--- config.mk ---
export PLATFORM = sky130hd
export DESIGN_NAME = spi_slave_flat
export DESIGN_NICKNAME = d
export VERILOG_FILES = /design/src/rtl/spi_slave_if.sv /design/src/rtl/spi_slave.sv /design/src/flat_wrapper.sv
export SDC_FILE = /design/constraint.sdc
export NUM_CORES = 1
export LEC_CHECK = 0
export CORE_MARGIN = 2
export CORE_UTILIZATION = 46
export DETAILED_ROUTE_END_ITERATION = 8
export PLACE_DENSITY = 0.66
export SYNTH_ARGS = -nofsm -noshare
export SYNTH_HDL_FRONTEND = slang
export SYNTH_SLANG_ARGS = --single-unit
--- constraint.sdc ---
create_clock -name clk -period 2.11 [get_ports clk]
set_clock_uncertainty 0.1 [all_clocks]
set_input_delay 0.422 -clock clk [delete_from_list [all_inputs] [get_ports clk]]
set_output_delay 0.422 -clock clk [all_outputs]
set_load 0.01 [all_outputs]
--- src/rtl/spi_slave_if.sv ---
// SPI responder bus: serial pins plus the TX holding-register handshake and RX word strobe.
// The slave modport is the responder's view; the master modport is the SoC/bench view.
interface spi_slave_if #(
  parameter int DATA_W = 8
);
  logic              spi_sck;
  logic              spi_cs_n;
  logic              spi_mosi;
  logic              spi_miso;
  logic              spi_miso_oe;
  logic [DATA_W-1:0] tx_data;
  logic              tx_valid;
  logic              tx_ready;
  logic              tx_underrun;
  logic [DATA_W-1:0] rx_data;
  logic              rx_valid;
  logic              busy;

  modport slave (
    input  spi_sck, spi_cs_n, spi_mosi, tx_data, tx_valid,
    output spi_miso, spi_miso_oe, tx_ready, tx_underrun, rx_data, rx_valid, busy
  );

  modport master (
    output spi_sck, spi_cs_n, spi_mosi, tx_data, tx_valid,
    input  spi_miso, spi_miso_oe, tx_ready, tx_underrun, rx_data, rx_valid, busy
  );
endinterface

--- src/rtl/spi_slave.sv ---
// Mode-0 SPI responder, MSB first, with oversampled SPI pins and a one-word TX holding register.
// miso follows sck fall by ~SYNC_STAGES+2 clk; rx_valid follows the last sck rise by SYNC_STAGES+2 clk.
module spi_slave #(
  parameter int                DATA_W      = 8,
  parameter int                SYNC_STAGES = 2,
  parameter logic [DATA_W-1:0] TX_IDLE     = 8'hFF
) (
  input logic        clk,
  input logic        rst,
  spi_slave_if.slave bus
);
  localparam int              CNT_W    = $clog2(DATA_W);
  localparam logic [CNT_W-1:0] LAST_BIT = CNT_W'(DATA_W - 1);

  localparam logic [1:0] ST_IDLE  = 2'd0;
  localparam logic [1:0] ST_LOAD  = 2'd1;
  localparam logic [1:0] ST_SHIFT = 2'd2;

  logic [SYNC_STAGES-1:0] sck_sync_q, cs_sync_q, mosi_sync_q;
  logic                   sck_prev_q, cs_prev_q;

  always_ff @(posedge clk or posedge rst) begin
    if (rst) begin
      sck_sync_q  <= '0;
      cs_sync_q   <= '1;
      mosi_sync_q <= '0;
      sck_prev_q  <= 1'b0;
      cs_prev_q   <= 1'b1;
    end else begin
      sck_sync_q  <= {sck_sync_q[SYNC_STAGES-2:0], bus.spi_sck};
      cs_sync_q   <= {cs_sync_q[SYNC_STAGES-2:0], bus.spi_cs_n};
      mosi_sync_q <= {mosi_sync_q[SYNC_STAGES-2:0], bus.spi_mosi};
      sck_prev_q  <= sck_sync_q[SYNC_STAGES-1];
      cs_prev_q   <= cs_sync_q[SYNC_STAGES-1];
    end
  end

  logic sck_s, cs_s, mosi_s;
  logic sck_rise, sck_fall, cs_fall, cs_rise;

  assign sck_s    = sck_sync_q[SYNC_STAGES-1];
  assign cs_s     = cs_sync_q[SYNC_STAGES-1];
  assign mosi_s   = mosi_sync_q[SYNC_STAGES-1];
  assign sck_rise = sck_s & ~sck_prev_q;
  assign sck_fall = ~sck_s & sck_prev_q;
  assign cs_fall  = ~cs_s & cs_prev_q;
  assign cs_rise  = cs_s & ~cs_prev_q;

  logic [1:0]        state_q, state_d;
  logic [CNT_W-1:0]  bit_cnt_q, bit_cnt_d;
  logic              rise_seen_q, rise_seen_d;
  logic              word_done_q, word_done_d;
  logic              idle_word_q, idle_word_d;
  logic [DATA_W-1:0] shift_tx_q, shift_tx_d;
  logic [DATA_W-1:0] shift_rx_q, shift_rx_d;
  logic [DATA_W-1:0] hold_q, hold_d;
  logic              hold_full_q, hold_full_d;
  logic              miso_q, miso_d;
  logic              oe_q, oe_d;
  logic              underrun_q, underrun_d;
  logic [DATA_W-1:0] rx_data_q, rx_data_d;
  logic              rx_pend_q, rx_pend_d;
  logic              rx_valid_q, rx_valid_d;
  logic [DATA_W-1:0] load_word;
  logic [DATA_W-1:0] rx_word;

  assign load_word = hold_full_q ? hold_q : TX_IDLE;
  assign rx_word   = {shift_rx_q[DATA_W-2:0], mosi_s};

  always_comb begin
    state_d     = state_q;
    bit_cnt_d   = bit_cnt_q;
    rise_seen_d = rise_seen_q;
    word_done_d = word_done_q;
    idle_word_d = idle_word_q;
    shift_tx_d  = shift_tx_q;
    shift_rx_d  = shift_rx_q;
    hold_d      = hold_q;
    hold_full_d = hold_full_q;
    miso_d      = miso_q;
    oe_d        = oe_q;
    underrun_d  = 1'b0;
    rx_data_d   = rx_data_q;
    rx_pend_d   = 1'b0;
    rx_valid_d  = rx_pend_q;

    if (bus.tx_valid && !hold_full_q) begin
      hold_d      = bus.tx_data;
      hold_full_d = 1'b1;
    end

    if (cs_rise) begin
      state_d     = ST_IDLE;
      oe_d        = 1'b0;
      miso_d      = 1'b0;
      bit_cnt_d   = '0;
      rise_seen_d = 1'b0;
      word_done_d = 1'b0;
    end else begin
      case (state_q)
        ST_IDLE: if (cs_fall) state_d = ST_LOAD;
        ST_LOAD: begin
          // A write landing now only sees an empty register, so it waits for the next word.
          if (hold_full_q) hold_full_d = 1'b0;
          shift_tx_d  = load_word;
          idle_word_d = ~hold_full_q;
          miso_d      = load_word[DATA_W-1];
          oe_d        = 1'b1;
          bit_cnt_d   = '0;
          rise_seen_d = 1'b0;
          word_done_d = 1'b0;
          state_d     = ST_SHIFT;
        end
        ST_SHIFT: begin
          if (sck_rise) begin
            // Underrun is flagged at the word's first rise so a trailing reload before cs_rise stays silent.
            underrun_d  = idle_word_q & ~rise_seen_q;
            rise_seen_d = 1'b1;
            shift_rx_d  = rx_word;
            if (bit_cnt_q == LAST_BIT) begin
              rx_data_d   = rx_word;
              rx_pend_d   = 1'b1;
              bit_cnt_d   = '0;
              word_done_d = 1'b1;
            end else begin
              bit_cnt_d = bit_cnt_q + 1'b1;
            end
          end else if (sck_fall && rise_seen_q) begin
            if (word_done_q) begin
              state_d = ST_LOAD;
            end else begin
              shift_tx_d = {shift_tx_q[DATA_W-2:0], 1'b0};
              miso_d     = shift_tx_q[DATA_W-2];
            end
          end
        end
        default: state_d = ST_IDLE;
      endcase
    end
  end

  always_ff @(posedge clk or posedge rst) begin
    if (rst) begin
      state_q     <= ST_IDLE;
      bit_cnt_q   <= '0;
      rise_seen_q <= 1'b0;
      word_done_q <= 1'b0;
      idle_word_q <= 1'b0;
      shift_tx_q  <= '0;
      shift_rx_q  <= '0;
      hold_q      <= '0;
      hold_full_q <= 1'b0;
      miso_q      <= 1'b0;
      oe_q        <= 1'b0;
      underrun_q  <= 1'b0;
      rx_data_q   <= '0;
      rx_pend_q   <= 1'b0;
      rx_valid_q  <= 1'b0;
    end else begin
      state_q     <= state_d;
      bit_cnt_q   <= bit_cnt_d;
      rise_seen_q <= rise_seen_d;
      word_done_q <= word_done_d;
      idle_word_q <= idle_word_d;
      shift_tx_q  <= shift_tx_d;
      shift_rx_q  <= shift_rx_d;
      hold_q      <= hold_d;
      hold_full_q <= hold_full_d;
      miso_q      <= miso_d;
      oe_q        <= oe_d;
      underrun_q  <= underrun_d;
      rx_data_q   <= rx_data_d;
      rx_pend_q   <= rx_pend_d;
      rx_valid_q  <= rx_valid_d;
    end
  end

  assign bus.spi_miso    = miso_q;
  assign bus.spi_miso_oe = oe_q;
  assign bus.tx_ready    = ~hold_full_q;
  assign bus.tx_underrun = underrun_q;
  assign bus.rx_data     = rx_data_q;
  assign bus.rx_valid    = rx_valid_q;
  assign bus.busy        = (state_q != ST_IDLE);
endmodule
--- src/flat_wrapper.sv ---
// flat-port wrapper written by rule: the top's interface ports become plain ports
module spi_slave_flat 
#(
  parameter int                DATA_W      = 8,
  parameter int                SYNC_STAGES = 2,
  parameter logic [DATA_W-1:0] TX_IDLE     = 8'hFF
)
  (clk, rst, bus_spi_sck, bus_spi_cs_n, bus_spi_mosi, bus_tx_data, bus_tx_valid, bus_spi_miso, bus_spi_miso_oe, bus_tx_ready, bus_tx_underrun, bus_rx_data, bus_rx_valid, bus_busy);
  spi_slave_if #(.DATA_W(DATA_W)) bus_i ();
  input logic clk;
  input logic rst;
  input wire logic [$bits(bus_i.spi_sck)-1:0] bus_spi_sck;
  input wire logic [$bits(bus_i.spi_cs_n)-1:0] bus_spi_cs_n;
  input wire logic [$bits(bus_i.spi_mosi)-1:0] bus_spi_mosi;
  input wire logic [$bits(bus_i.tx_data)-1:0] bus_tx_data;
  input wire logic [$bits(bus_i.tx_valid)-1:0] bus_tx_valid;
  output wire logic [$bits(bus_i.spi_miso)-1:0] bus_spi_miso;
  output wire logic [$bits(bus_i.spi_miso_oe)-1:0] bus_spi_miso_oe;
  output wire logic [$bits(bus_i.tx_ready)-1:0] bus_tx_ready;
  output wire logic [$bits(bus_i.tx_underrun)-1:0] bus_tx_underrun;
  output wire logic [$bits(bus_i.rx_data)-1:0] bus_rx_data;
  output wire logic [$bits(bus_i.rx_valid)-1:0] bus_rx_valid;
  output wire logic [$bits(bus_i.busy)-1:0] bus_busy;
  assign bus_i.spi_sck = bus_spi_sck;
  assign bus_i.spi_cs_n = bus_spi_cs_n;
  assign bus_i.spi_mosi = bus_spi_mosi;
  assign bus_i.tx_data = bus_tx_data;
  assign bus_i.tx_valid = bus_tx_valid;
  assign bus_spi_miso = bus_i.spi_miso;
  assign bus_spi_miso_oe = bus_i.spi_miso_oe;
  assign bus_tx_ready = bus_i.tx_ready;
  assign bus_tx_underrun = bus_i.tx_underrun;
  assign bus_rx_data = bus_i.rx_data;
  assign bus_rx_valid = bus_i.rx_valid;
  assign bus_busy = bus_i.busy;
  spi_slave #(.DATA_W(DATA_W), .SYNC_STAGES(SYNC_STAGES), .TX_IDLE(TX_IDLE)) u_core (.clk(clk), .rst(rst), .bus(bus_i));
endmodule
After elaboration in Yosys (flattened, before gate mapping)
Cells that the tools add are included.
{"block": "totals", "ff_bits": 52, "inputBits": 14, "output_inout_bits": 14, "wordCells": 102}
{"block": "classes", "addsub": 1, "eq_ne": 13, "n_mux": 40, "n_bitwise": 12, "reduce_logical": 16}
{"operator": "1-bit 2-to-1 mux", "n": 22}
{"operator": "7-bit 2-to-1 mux", "n": 3}
{"operator": "3-bit by 1-bit != test with 1-bit output (second input constant)", "n": 5}
{"operator": "7-bit one-hot mux with 2 select lines", "n": 1}
{"operator": "4-bit AND reduction", "n": 3}
{"operator": "2-bit 2-to-1 mux", "n": 5}
{"operator": "3-bit 2-to-1 mux", "n": 3}
{"operator": "8-bit 2-to-1 mux", "n": 1}
{"operator": "1-bit inverter", "n": 7}
{"operator": "1-bit one-hot mux with 2 select lines", "n": 3}
{"operator": "2-bit one-hot mux with 3 select lines", "n": 1}
{"operator": "3-bit one-hot mux with 2 select lines", "n": 1}
{"operator": "3-bit AND reduction", "n": 2}
{"operator": "2-bit nonzero test", "n": 3}
{"operator": "1-bit bitwise AND", "n": 5}
{"operator": "5-bit AND reduction", "n": 1}
{"operator": "2-bit != test (second input constant)", "n": 2}
{"operator": "2-bit AND reduction", "n": 2}
{"operator": "3-bit by 1-bit adder with 3-bit output (second input constant)", "n": 1}
{"operator": "3-bit == test (second input constant)", "n": 1}
{"operator": "3-bit by 2-bit != test with 1-bit output (second input constant)", "n": 1}
{"operator": "3-bit != test (second input constant)", "n": 1}
{"operator": "3-bit nonzero test", "n": 1}
{"operator": "2-bit by 1-bit == test with 1-bit output (second input constant)", "n": 1}
{"operator": "other kinds (5)", "n": 6}

Depth between registers and ports, before layout
{"block": "depth", "depth_word": 7, "ltp_mapped": 7, "mapped_depth_nobuf": 6}

Worst setup path after synthesis
Ideal clock, no wire load.
{"block": "synth_path", "path_type": "flip-flop to flip-flop", "startpoint": "reg u_core.cs_prev_q", "endpoint": "reg u_core.shift_rx_q[0]", "setup_time_ps": 125, "arrival_time_ps": 1619, "required_ps": 1885, "path_slack_ps": 267, "path_stages_with_launch": 6, "path_buffers": 1, "period_less_slack_ps": 1843, "cell_sequence": "dfstp_2 -> inv_1 -> ha_1 -> buf_4 -> nor3_4 -> mux2_2"}
{"block": "synth_via", "elab_chain_cells": 4}
{"item": "from (decl)", "line_no": "spi_slave.sv:20", "rtl": "logic sck_prev_q, cs_prev_q;"}
{"item": "from (signal assigned)", "line_no": "spi_slave.sv:34", "rtl": "cs_prev_q <= cs_sync_q[SYNC_STAGES-1];"}
{"item": "1-bit inverter", "line_no": "spi_slave.sv:47", "rtl": "assign cs_rise = cs_s & ~cs_prev_q;"}
{"item": "1-bit bitwise AND", "line_no": "spi_slave.sv:47"}
{"item": "1-bit inverter (no line)"}
{"item": "3-bit AND reduction (no line)"}
{"item": "to (signal assigned)", "line_no": "spi_slave.sv:166", "rtl": "shift_rx_q <= shift_rx_d;"}
{"item": "to (decl)", "line_no": "spi_slave.sv:55", "rtl": "logic [DATA_W-1:0] shift_rx_q, shift_rx_d;"}
Every way passes these cells.
A chain may end at the register's enable or synchronous reset.

Worst setup path after layout
{"block": "layout_path", "startpoint": "reg u_core.hold_full_q", "endpoint": "out bus_tx_ready"}
{"block": "layout_via", "elab_chain_cells": 1}
{"item": "from (decl)", "line_no": "spi_slave.sv:57", "rtl": "logic hold_full_q, hold_full_d;"}
{"item": "from (signal assigned)", "line_no": "spi_slave.sv:168", "rtl": "hold_full_q <= hold_full_d;"}
{"item": "1-bit inverter", "line_no": "spi_slave.sv:180", "rtl": "assign bus.tx_ready = ~hold_full_q;"}
{"item": "to (decl)", "line_no": "flat_wrapper.sv:19", "rtl": "output wire logic [$bits(bus_i.tx_ready)-1:0] bus_tx_ready;"}
Every way passes these cells.

==> impl_metrics.csv <==
group,metric,value,unit
clock_network,cts_tree,"done",
yosys,syn_area,2256,µm²
critical_path,cp-start-kind,"flop",
yosys,synth_fp_nets,213,
clock_network,cts_max_path_buffers,2,
cells_and_area,nets,248,
pwr,p_per_area,1116,nW/µm²
floorplan,dieWidth,74.03,µm
placed_design,place_congestion,0.7244,
pwr,p_leak,1.277,nW
sta,fin_crit_sh,0.9498,
yosys,synth_common_cells,"49 x dfrtp_1, 20 x a21oi_1, 18 x nand2_1",
critical_path,crit_path_end_kind,"output port",
yosys,ys_seq_elements,52,
pwr,p_sw_frac,0.3335,
cells_and_area,design_area,2779,µm²
placed_design,placed_cells,283,
route,drc,0,
outcome,status,"finished clean",
hold_path,hold_path.class,"reg -> reg",
global_route,gr-total-overflow,0,
yosys,synth.distinct_cells,36,
cells_and_area,finalNonFillerCells,293,
run,drv_cap,0,
global_route,grt_util_met3,0.04065,
yosys,post-synth-top-count-cell,"dfrtp_1",
pwr,intPower,2.067,mW
yosys,synth_edf_count,0,
clock_network,clk_latency,0.30,ns
route,via_per_inst,5.034,
placed_design,placed_cell_area,2649,µm²
clock_network,cts_root_buf,"clkbuf_8",
floorplan,num_io_pins,28,
sta,finalMaxSlewViolations,0,
floorplan,die_h,74.03,µm
yosys,synth_seq_area_share,0.5785,
critical_path,worst-endpoint-arrival,1.48,ns
global_route,track_usage,0.1666,
pwr,ir_drop,883.1,µV
yosys,syn_inst,190,
floorplan,initial_core_util,0.4776,
yosys,synth_top_cell_by_area,"dfrtp_1",
route,vias,1475,
route,wl,4.067,mm
route,drt_iter0_drc,72,
sta,fin_crit,2.004,ns
clock_network,cts.sinks,52,
global_route,antenna_found_initial,0,
pwr,seq_power_share,0.444,
sta,timing.fmax,499.0,MHz
sta,finalHoldViolations,0,
pwr,p_switching,1.034,mW
global_route,grt_first_pass_wirelength,6.844,mm
yosys,synth_flop_cell,"dfrtp_1",
route,drtAntennaViolNets,0,
yosys,yosys.area.top_type_share,0.5435,
clock_network,path_clk_slew,0.09,ns
sta,setup_viol,0,
global_route,met2_usage,0.2738,
placed_design,portBuffers,27,
yosys,async_flop_share,1.000,
floorplan,core,4723,µm²
route,wl_per_cell,13.88,µm
cells_and_area,antenna-diode-count,0,
placed_design,pre_cts_ws,0.1312,ns
global_route,grt_max_degree,35,
route,drt_first_pass_iters,4,
pwr,p_clk_frac,0.217,
critical_path,crit_type,"reg -> out",
cells_and_area,area.growth.synth_to_final,23.18,%
cells_and_area,post-route-util,0.5883,
sta,slew-limit-headroom,0.7172,
critical_path,crit_fanout,11,
yosys,ys_top_cells_by_area,"dfrtp_1 54%, mux2_2 8.5%, ha_1 5.0%, a21oi_1 4.4%, dfstp_2 3.5%",
sta,worst_slack,0.1058,ns
pwr,comb_power_share,0.338,
cells_and_area,drive_above_1_share,0.2212,
floorplan,fp-row-count,25,
yosys,syn-mean-instance-area,11.87,µm²
yosys,ys_warn_count,0,
sta,grt_setup_unrepaired,"false",
sta,tns,0,ns
global_route,busiest_layer,"met2",
placed_design,dp_hpwl,2.874,mm
clock_network,cts-buffers-inserted,5,
critical_path,worstPathRequired,1.59,ns
clock_network,htreeDepth,2,
sta,worst_pin_slew,0.4228,ns
global_route,use_met1,0.2103,
global_route,grt_pass1_vias,1490,
floorplan,fp.dieArea,5480,µm²
## timing repair
action	4_1_cts	5_1_grt
setup endpoints to repair	1	2
setup buffers	2	0
gates resized for setup	0	2
hold buffers	0	0
## cells in the final DEF, fill, tap and decap left out, drive strengths merged, types with 2 or more instances in the layout
master / Yosys / layout
a21oi: 20 / 20
a31oi: 4 / 4
buf: 5 / 9
clkbuf: 3 / 5
clkdlybuf4s50: 0 / 26
dfrtp: 49 / 49
dfstp: 3 / 3
ha: 9 / 9
inv: 14 / 14
mux2: 17 / 17
nand2: 18 / 18
nand2b: 3 / 3
nand4: 4 / 4
nor2: 6 / 6
nor2b: 5 / 5
nor3: 2 / 2
o21ai: 16 / 16
## layout make-up
cell class	count	area, µm²
clock buffers	5	68.82
clock inverters	3	42.54
fillers	420	1944
inverters	14	52.55
multi-input cells	116	848.3
flip-flops and latches	52	1305
well taps	67	83.83
repair buffers	36	377.9
## critical path: stages, from the launching register on
cell and delay, ns:
dfrtp_1 0.50, inv_1 0.14, clkdlybuf4s50_1 0.54
## per-stage QoR
| stage | hold slack, ns | total power [mW] |
|---|---|---|
| after detailed placement | 0.2358 | 2.418 |
| after CTS | 0.2575 | 3.128 |
| final | 0.2534 | 3.101 |
| after floorplan | 0.2312 | 2.133 |
| after global routing | 0.2655 | 3.316 |
| after global placement | 0.2323 | 2.362 |
## kinds of logic (layout without fill, tap and decap cells)
group / count (synthesis) / in the layout / synth area share
adders and majority gates: 9 / 9 / 0.04992
buffers and inverters: 22 / 58 / 0.04603
AOI/OAI and AO/OA: 47 / 47 / 0.1270
and+or+nand+nor: 42 / 42 / 0.1093
DFF: 52 / 52 / 0.5785
muxes: 18 / 18 / 0.08929
## power by group through the flow
stage	Clock [mW]	Combinational (mW)	Sequential [mW]
2_1_floorplan	0	0.777	1.36
3_3_place_gp	0	0.966	1.40
3_5_place_dp	0	1.01	1.40
4_1_cts	0.697	1.05	1.38
5_1_grt	0.734	1.17	1.41
6_report	0.674	1.05	1.38
## sequential cells by signal (all words and copies together), names as in the netlist, 2 cells and up
register	count
u_core.bit_cnt_q	3
u_core.cs_sync_q	2
u_core.state_q	2
u_core.bus.rx_data	8
u_core.sck_sync_q	2
u_core.mosi_sync_q	2
u_core.hold_q	8
u_core.shift_rx_q	7
u_core.shift_tx_q	7
## layer usage
| layer | wire, µm | vias to the layer above |
|---|---|---|
| li1 | - | 721 |
| met1 | 1825 | 717 |
| met2 | 2015 | 29 |
| met3 | 140 | 8 |
| met4 | 85 | 0 |
| met5 | 0 | - |
## final timing paths
| check | slack (ns) | depth (start not counted) | end | start |
|---|---|---|---|---|
| setup reg to reg | 0.16 | 6 | u_core.state_q[0] | u_core.cs_sync_q[1] |
| hold / removal | 0.25 | 0 | u_core.bus.rx_valid | u_core.rx_pend_q |
| max in group asynchronous | 1.27 | 3 | u_core.cs_prev_q | rst |
| min in group asynchronous | 0.35 | 3 | u_core.bus.rx_data[7] | rst |
| setup / recovery | 0.11 | 2 | bus_tx_ready | u_core.hold_full_q |
| hold reg to reg | 0.25 | 0 | u_core.bus.rx_valid | u_core.rx_pend_q |
Note: power is estimated with default switching activity, not from simulation.
